$ cat config.mk
export PLATFORM = sky130hd
export DESIGN_NAME = branch_pred_flat
export DESIGN_NICKNAME = d
export VERILOG_FILES = /design/src/rtl/branch_pred_if.sv /design/src/rtl/branch_pred.sv /design/src/flat_wrapper.sv
export SDC_FILE = /design/constraint.sdc
export NUM_CORES = 1
export LEC_CHECK = 0
export CAP_MARGIN = 25
export CORE_UTILIZATION = 50
export CTS_CLUSTER_SIZE = 25
export DETAILED_ROUTE_END_ITERATION = 10
export MAX_ROUTING_LAYER = met4
export PLACE_DENSITY = 0.71
export SETUP_SLACK_MARGIN = 0.3
export SLEW_MARGIN = 20
export SYNTH_ARGS = -nofsm -noshare
export SYNTH_HDL_FRONTEND = slang
export SYNTH_SLANG_ARGS = --single-unit
$ cat constraint.sdc
create_clock -name clk -period 9.7 [get_ports clk]
set_input_delay 2.91 -clock clk [delete_from_list [all_inputs] [get_ports clk]]
set_output_delay 2.91 -clock clk [all_outputs]
set_load 0.02 [all_outputs]
$ cat src/rtl/branch_pred_if.sv
// Fetch/mem-side signal bundle for the branch target buffer.
// The master drives the lookup PC and resolved-branch updates; the slave
// (the predictor) returns the prediction and its statistics counters.
interface branch_pred_if;
    logic [15:0] pc;
    logic        redirect;
    logic        jump_pred;
    logic [15:0] jump_pred_adr;
    logic        upd_en;
    logic [15:0] upd_pc;
    logic        upd_taken;
    logic [15:0] upd_target;
    logic [15:0] hit_cnt;
    logic [15:0] upd_cnt;

    modport master (
        output pc, redirect, upd_en, upd_pc, upd_taken, upd_target,
        input  jump_pred, jump_pred_adr, hit_cnt, upd_cnt
    );

    modport slave (
        input  pc, redirect, upd_en, upd_pc, upd_taken, upd_target,
        output jump_pred, jump_pred_adr, hit_cnt, upd_cnt
    );
endinterface

$ cat src/rtl/branch_pred.sv
// Direct-mapped branch target buffer with 2-bit saturating direction counters.
// Lookup is combinational on the fetch PC from registered state, so a
// same-cycle update to the same index is only visible on the following cycle.
module branch_pred #(
    parameter int ENTRIES = 16
) (
    input  logic       clk,
    input  logic       reset,
    branch_pred_if.slave bp
);
    localparam int IDX_BITS = $clog2(ENTRIES);
    localparam int TAG_BITS = 16 - IDX_BITS;

    logic                r_valid  [ENTRIES];
    logic [TAG_BITS-1:0] r_tag    [ENTRIES];
    logic [15:0]         r_target [ENTRIES];
    logic [1:0]          r_ctr    [ENTRIES];
    logic [15:0]         r_pc_q;
    logic [15:0]         r_hit_cnt;
    logic [15:0]         r_upd_cnt;

    logic [IDX_BITS-1:0] w_idx;
    logic [TAG_BITS-1:0] w_tag;
    logic                w_hit;
    logic [IDX_BITS-1:0] w_uidx;
    logic [TAG_BITS-1:0] w_utag;
    logic                w_uhit;

    assign w_idx  = bp.pc[IDX_BITS-1:0];
    assign w_tag  = bp.pc[15:IDX_BITS];
    assign w_hit  = r_valid[w_idx] && (r_tag[w_idx] == w_tag);
    assign w_uidx = bp.upd_pc[IDX_BITS-1:0];
    assign w_utag = bp.upd_pc[15:IDX_BITS];
    assign w_uhit = r_valid[w_uidx] && (r_tag[w_uidx] == w_utag);

    // A recovery in fetch must never be masked, so redirect and reset both
    // kill the prediction. The target is still reported on any hit.
    assign bp.jump_pred     = w_hit & r_ctr[w_idx][1] & ~bp.redirect & ~reset;
    assign bp.jump_pred_adr = w_hit ? r_target[w_idx] : 16'h0000;
    assign bp.hit_cnt       = r_hit_cnt;
    assign bp.upd_cnt       = r_upd_cnt;

    // Table training: hit adjusts the counter, taken miss allocates over
    // whatever sits at that index, not-taken miss leaves the table alone.
    always_ff @(posedge clk) begin
        if (reset) begin
            for (int i = 0; i < ENTRIES; i++) begin
                r_valid[i]  <= 1'b0;
                r_tag[i]    <= '0;
                r_target[i] <= 16'h0000;
                r_ctr[i]    <= 2'b01;
            end
        end else if (bp.upd_en) begin
            if (w_uhit) begin
                if (bp.upd_taken) begin
                    if (r_ctr[w_uidx] != 2'b11)
                        r_ctr[w_uidx] <= r_ctr[w_uidx] + 2'd1;
                    r_target[w_uidx] <= bp.upd_target;
                end else if (r_ctr[w_uidx] != 2'b00) begin
                    r_ctr[w_uidx] <= r_ctr[w_uidx] - 2'd1;
                end
            end else if (bp.upd_taken) begin
                r_valid[w_uidx]  <= 1'b1;
                r_tag[w_uidx]    <= w_utag;
                r_target[w_uidx] <= bp.upd_target;
                r_ctr[w_uidx]    <= 2'b10;
            end
        end
    end

    // Statistics: a stalled fetch (same pc as last cycle) counts its hit once.
    // pc_q resets to FFFF so the first lookup after reset always counts.
    always_ff @(posedge clk) begin
        if (reset) begin
            r_pc_q    <= 16'hFFFF;
            r_hit_cnt <= 16'h0000;
            r_upd_cnt <= 16'h0000;
        end else begin
            r_pc_q <= bp.pc;
            if (w_hit && (bp.pc != r_pc_q))
                r_hit_cnt <= r_hit_cnt + 16'd1;
            if (bp.upd_en)
                r_upd_cnt <= r_upd_cnt + 16'd1;
        end
    end
endmodule

$ cat src/flat_wrapper.sv
// flat-port wrapper written by rule: the top's interface ports become plain ports
module branch_pred_flat 
#(
    parameter int ENTRIES = 16
)
  (clk, reset, bp_pc, bp_redirect, bp_upd_en, bp_upd_pc, bp_upd_taken, bp_upd_target, bp_jump_pred, bp_jump_pred_adr, bp_hit_cnt, bp_upd_cnt);
  branch_pred_if bp_i ();
  input  logic clk;
  input  logic reset;
  input wire logic [$bits(bp_i.pc)-1:0] bp_pc;
  input wire logic [$bits(bp_i.redirect)-1:0] bp_redirect;
  input wire logic [$bits(bp_i.upd_en)-1:0] bp_upd_en;
  input wire logic [$bits(bp_i.upd_pc)-1:0] bp_upd_pc;
  input wire logic [$bits(bp_i.upd_taken)-1:0] bp_upd_taken;
  input wire logic [$bits(bp_i.upd_target)-1:0] bp_upd_target;
  output wire logic [$bits(bp_i.jump_pred)-1:0] bp_jump_pred;
  output wire logic [$bits(bp_i.jump_pred_adr)-1:0] bp_jump_pred_adr;
  output wire logic [$bits(bp_i.hit_cnt)-1:0] bp_hit_cnt;
  output wire logic [$bits(bp_i.upd_cnt)-1:0] bp_upd_cnt;
  assign bp_i.pc = bp_pc;
  assign bp_i.redirect = bp_redirect;
  assign bp_i.upd_en = bp_upd_en;
  assign bp_i.upd_pc = bp_upd_pc;
  assign bp_i.upd_taken = bp_upd_taken;
  assign bp_i.upd_target = bp_upd_target;
  assign bp_jump_pred = bp_i.jump_pred;
  assign bp_jump_pred_adr = bp_i.jump_pred_adr;
  assign bp_hit_cnt = bp_i.hit_cnt;
  assign bp_upd_cnt = bp_i.upd_cnt;
  branch_pred #(.ENTRIES(ENTRIES)) u_core (.clk(clk), .reset(reset), .bp(bp_i));
endmodule
==> metrics.md <==
| Metric | Value |
|---|---|
| Die area | `55300 um^2` |
| Total GRT Usage | `0.2949` |
| Total length of routed wires | `78810 um` |
| Flop pwr share | `0.500` |
| H-tree depth | `2` |
| Filler cell count | `4182` |
| CTS tree | `done` |
| Vias in the first global route | `17.36k` |
| Chip Height | `235.2 um` |
| Final Instance Count excl. Fillers | `2681` |
| Clk sinks | `544` |
| Worst path depth | `9` |
| Post-synth top flop | `edfxtp_1` |
| Final min period | `9.219 ns` |
| Number of top-level pins | `102` |
| Cell count after synthesis | `1899` |
| Status | `finished clean` |
| Post-CTS Hold Buffers | `0` |
| Top cell type's share of synthesized area | `0.5303` |
| Reg2Reg Setup Slack | `5.25 ns` |
| Post-CTS Setup Bufs | `0` |
| Reg2Reg Depth | `9` |
| Core ar. | `53810 um^2` |
| Worst Setup EP | `bp_jump_pred` |
| Hold/Removal Path Class | `register to register` |
| Post-DRT Antenna Nets | `0` |
| CP delay by family, top | `simple AND/OR/NAND/NOR gates` |
| Startpoint types | `input pin` |
| Synth area leaders | `edfxtp_1 (53%), mux4_2 (16%), and2_1 (6.4%)` |
| Fin area | `30770 um^2` |
| Fin nets | `1986` |
| Pin count of the biggest net entering global routing | `107` |
| Vias per cell | `6.540` |
| Clock skew | `0.04464 ns` |
| DR WL/cell | `29.40 um` |
| Clk slew on worst S/H paths | `0.06 ns` |
| Area leader, netlist | `edfxtp_1` |
| Critical path required time | `6.79 ns` |
| Max_cap viols | `0` |
| Register area share after synthesis | `0.5774` |
| Worst R2R End | `u_core.r_tag[9][2]` |
| Pwr Density | `175.9 nW/um^2` |
| CP max stage cell | `clkdlybuf4s50_1` |
| Async S/R FF share, synth | `0` |
| Ys Warns | `0` |
| Post-DP HPWL | `45540 um` |
| Vias post-DR | `17.53k` |
| Area Overhead vs Synth | `13.21%` |
| Pleak | `11.45 nW` |
| Row Count | `85` |
| Max-slew violation count | `0` |
| DR DRC count | `0` |
| Max incr delay on CP | `0.67 ns` |
| Cell total after placement | `2566` |
| Netlist Area Pre-Place | `27180 um^2` |
| DR pass1 iterations | `6` |
| R2r startpoint | `u_core.r_tag[15][9]` |
| Slew headroom | `0.2087` |
| RSZ-0062 raised after global routing | `no` |
| Num CTS Buffers | `58` |
| Internal power | `4.130 mW` |
| Final hold slack | `0.4784 ns` |
| Mapped Avg Cell Area | `14.31 um^2` |
| Clock group share of total power | `0.406` |
| Netlist cell types | `54` |
| Fin crit share | `0.9504` |
| Die W | `235.2 um` |
| Clock Latency Late Sink | `0.64 ns` |
| Logic pwr share | `0.094` |
| Hold Vio Cnt, Final | `0` |
| FF+latch count, synth | `544` |
| Initial antenna violation count | `7` |
| Cells along the critical path | `clkbuf_8 > mux4_2 > mux2i_1 > mux2i_1 > xnor2_1 > nand4_1 > or3_4 > nor4b_1 > clkdlybuf4s50_1` |
| Crit. Startpoint | `bp_pc[0]` |
| DP Area | `28850 um^2` |
| Number of flops mapped to enable cells by yosys | `480` |
| Peak supply drop | `147.1 uV` |
| Fmax achieved | `108.5 MHz` |
| Buf/Inv on CP | `2` |
| Placer Congestion | `0.9323` |
| Root buffer cell | `clkbuf_16` |
| Sw Pwr | `1.282 mW` |
| Setup TNS | `0 ns` |
| Share of cells above drive strength 1 | `0.2110` |
| CP most frequent cell | `mux2i_1` |
| Net Sw Frac | `0.2370` |
| Crit Path Class | `input pin to primary output` |
| Overflow after GRT | `0` |
| Maximum root-to-sink buffer count | `3` |
| Crit-path max FO | `20` |
| # setup viols final | `0` |
| Crit path arrival time | `6.31 ns` |
| First-pass GRT wire length | `115700 um` |
| Worst Setup End Kind | `primary output` |
| Pre-CTS setup slack | `0.2558 ns` |
| Syn nets | `1954` |
| Starting Density | `0.5051` |
| DRT iter0 DRCs | `2652` |
| Final WS setup | `0.4815 ns` |
| Port buffer count | `101` |
| Slew @ Worst Pin | `1.187 ns` |
## layout by cell type (no fill, tap or decap), types with 17 or more instances in the layout
cell and n:
and2_1 276, or2_2 30, mux4_2 191, xnor2_1 33, edfxtp_1 480, mux2i_1 54
nand2_1 37, nor2b_1 25, o21ai_0 20, clkdlybuf4s50_1 93, a21o_1 17, and3_1 202
nand3_1 31, dfxtp_1 64, clkbuf_16 59, a21oi_1 18, xor2_1 18, buf_4 60
nor2_1 26
## power by group through the flow
stage          logic (mW)  registers [mW]  clock network [mW]
6_report            0.509            2.71                2.19
2_1_floorplan       0.331            2.73                   0
4_1_cts             0.505            2.71                2.21
3_5_place_dp        0.502            2.76                   0
5_1_grt             0.532            2.72                2.30
3_3_place_gp        0.496            2.75                   0
## synth_stat cells (3+ instances only)
master    instances
and2_1          276
o21ai_0          36
buf_1            12
and3_1          202
a22oi_1           3
nor2_1           42
mux2i_1          54
nand3_1          32
xnor2_1          33
nand4_1          13
nand2_1          38
mux2_2            3
buf_2            30
nor2b_1          25
dfxtp_1          64
xor2_1           18
or2_2            30
buf_4             4
mux4_1            5
mux4_2          191
a21oi_1          18
or3_1            17
o31ai_1           3
nor3_1            9
o22ai_1           8
buf_6             6
a41o_1           16
edfxtp_1        480
nand2b_1          9
o21bai_1         16
or4_1             5
a21o_1           17
inv_1            14
clkbuf_1        138
a221oi_1          4
## logic make-up after synthesis
logic type | count (synthesis) | share of synthesized area
buf+inv | 206 | 0.03245
xor+xnor | 51 | 0.01643
flops | 544 | 0.5774
compound gates | 133 | 0.03333
mux | 253 | 0.1842
simple gates | 710 | 0.1552
fa+ha+maj | 2 | 0.0009205
## flip-flops by register name, indices dropped and copies added, names as in the netlist
register and flops:
u_core.r_target 256, u_core.r_tag 192, u_core.r_ctr 32, u_core.bp.hit_cnt 16
u_core.bp.upd_cnt 16, u_core.r_pc_q 16, u_core.r_valid 16
## worst register-to-register path, cell delays in order, from the launching register on
cell      delay (ns)
edfxtp_1        0.38
mux4_2          0.50
mux4_2          0.51
xnor2_1         0.16
nand3_1         0.26
a21oi_1         0.13
nand3_4         0.12
buf_4           0.73
and2_1          0.33
or2_1           0.93
## metal layers
metal,GRT usage,vias up,share of wire
li1,-,7318,-
met4,0.1264,0,0.043
met2,0.4523,1142,0.47
met1,0.3877,8851,0.38
met5,-,-,0
met3,0.05429,222,0.11
## stage by stage
step             util  power (mW)
3_5_place_dp   0.5360       3.258
5_1_grt        0.5718       5.545
4_1_cts        0.5711       5.421
6_report       0.5718       5.412
2_1_floorplan       -       3.066
3_3_place_gp   0.5355       3.245
## area by class of cell
cell class              count  area (um^2)  area share
flip-flops and latches    544        15700      0.5100
inverters                  15        56.30    0.001830
diodes                      4        10.01   0.0003253
clock buffers              77         1602     0.05205
well taps                 696        870.8     0.02830
repair buffers            163         1514     0.04920
clock inverters            33        277.8    0.009027
multi-input cells        1149        10750      0.3492
## how the worst min path moves through the flow
stage          depth (start not counted)                  to  slack [ns]               start
3_5_place_dp                           1  u_core.r_valid[14]        0.46  u_core.r_valid[14]
4_1_cts                                1  u_core.r_valid[14]        0.48  u_core.r_valid[14]
2_1_floorplan                          1  u_core.r_valid[10]        0.44  u_core.r_valid[10]
3_3_place_gp                           1   u_core.r_valid[3]        0.45   u_core.r_valid[3]
5_1_grt                                1  u_core.r_valid[15]        0.49  u_core.r_valid[15]
6_report                               1  u_core.r_valid[14]        0.48  u_core.r_valid[14]
## repair_timing
| action | 4_1_cts | 5_1_grt |
|---|---|---|
| setup endpoints to repair | 8 | 8 |
| endpoints found under the hold margin | 0 | 0 |
| gates cloned | 0 | 0 |
| gates resized for setup | 2 | 1 |
Power figures use the tool's default switching activity.
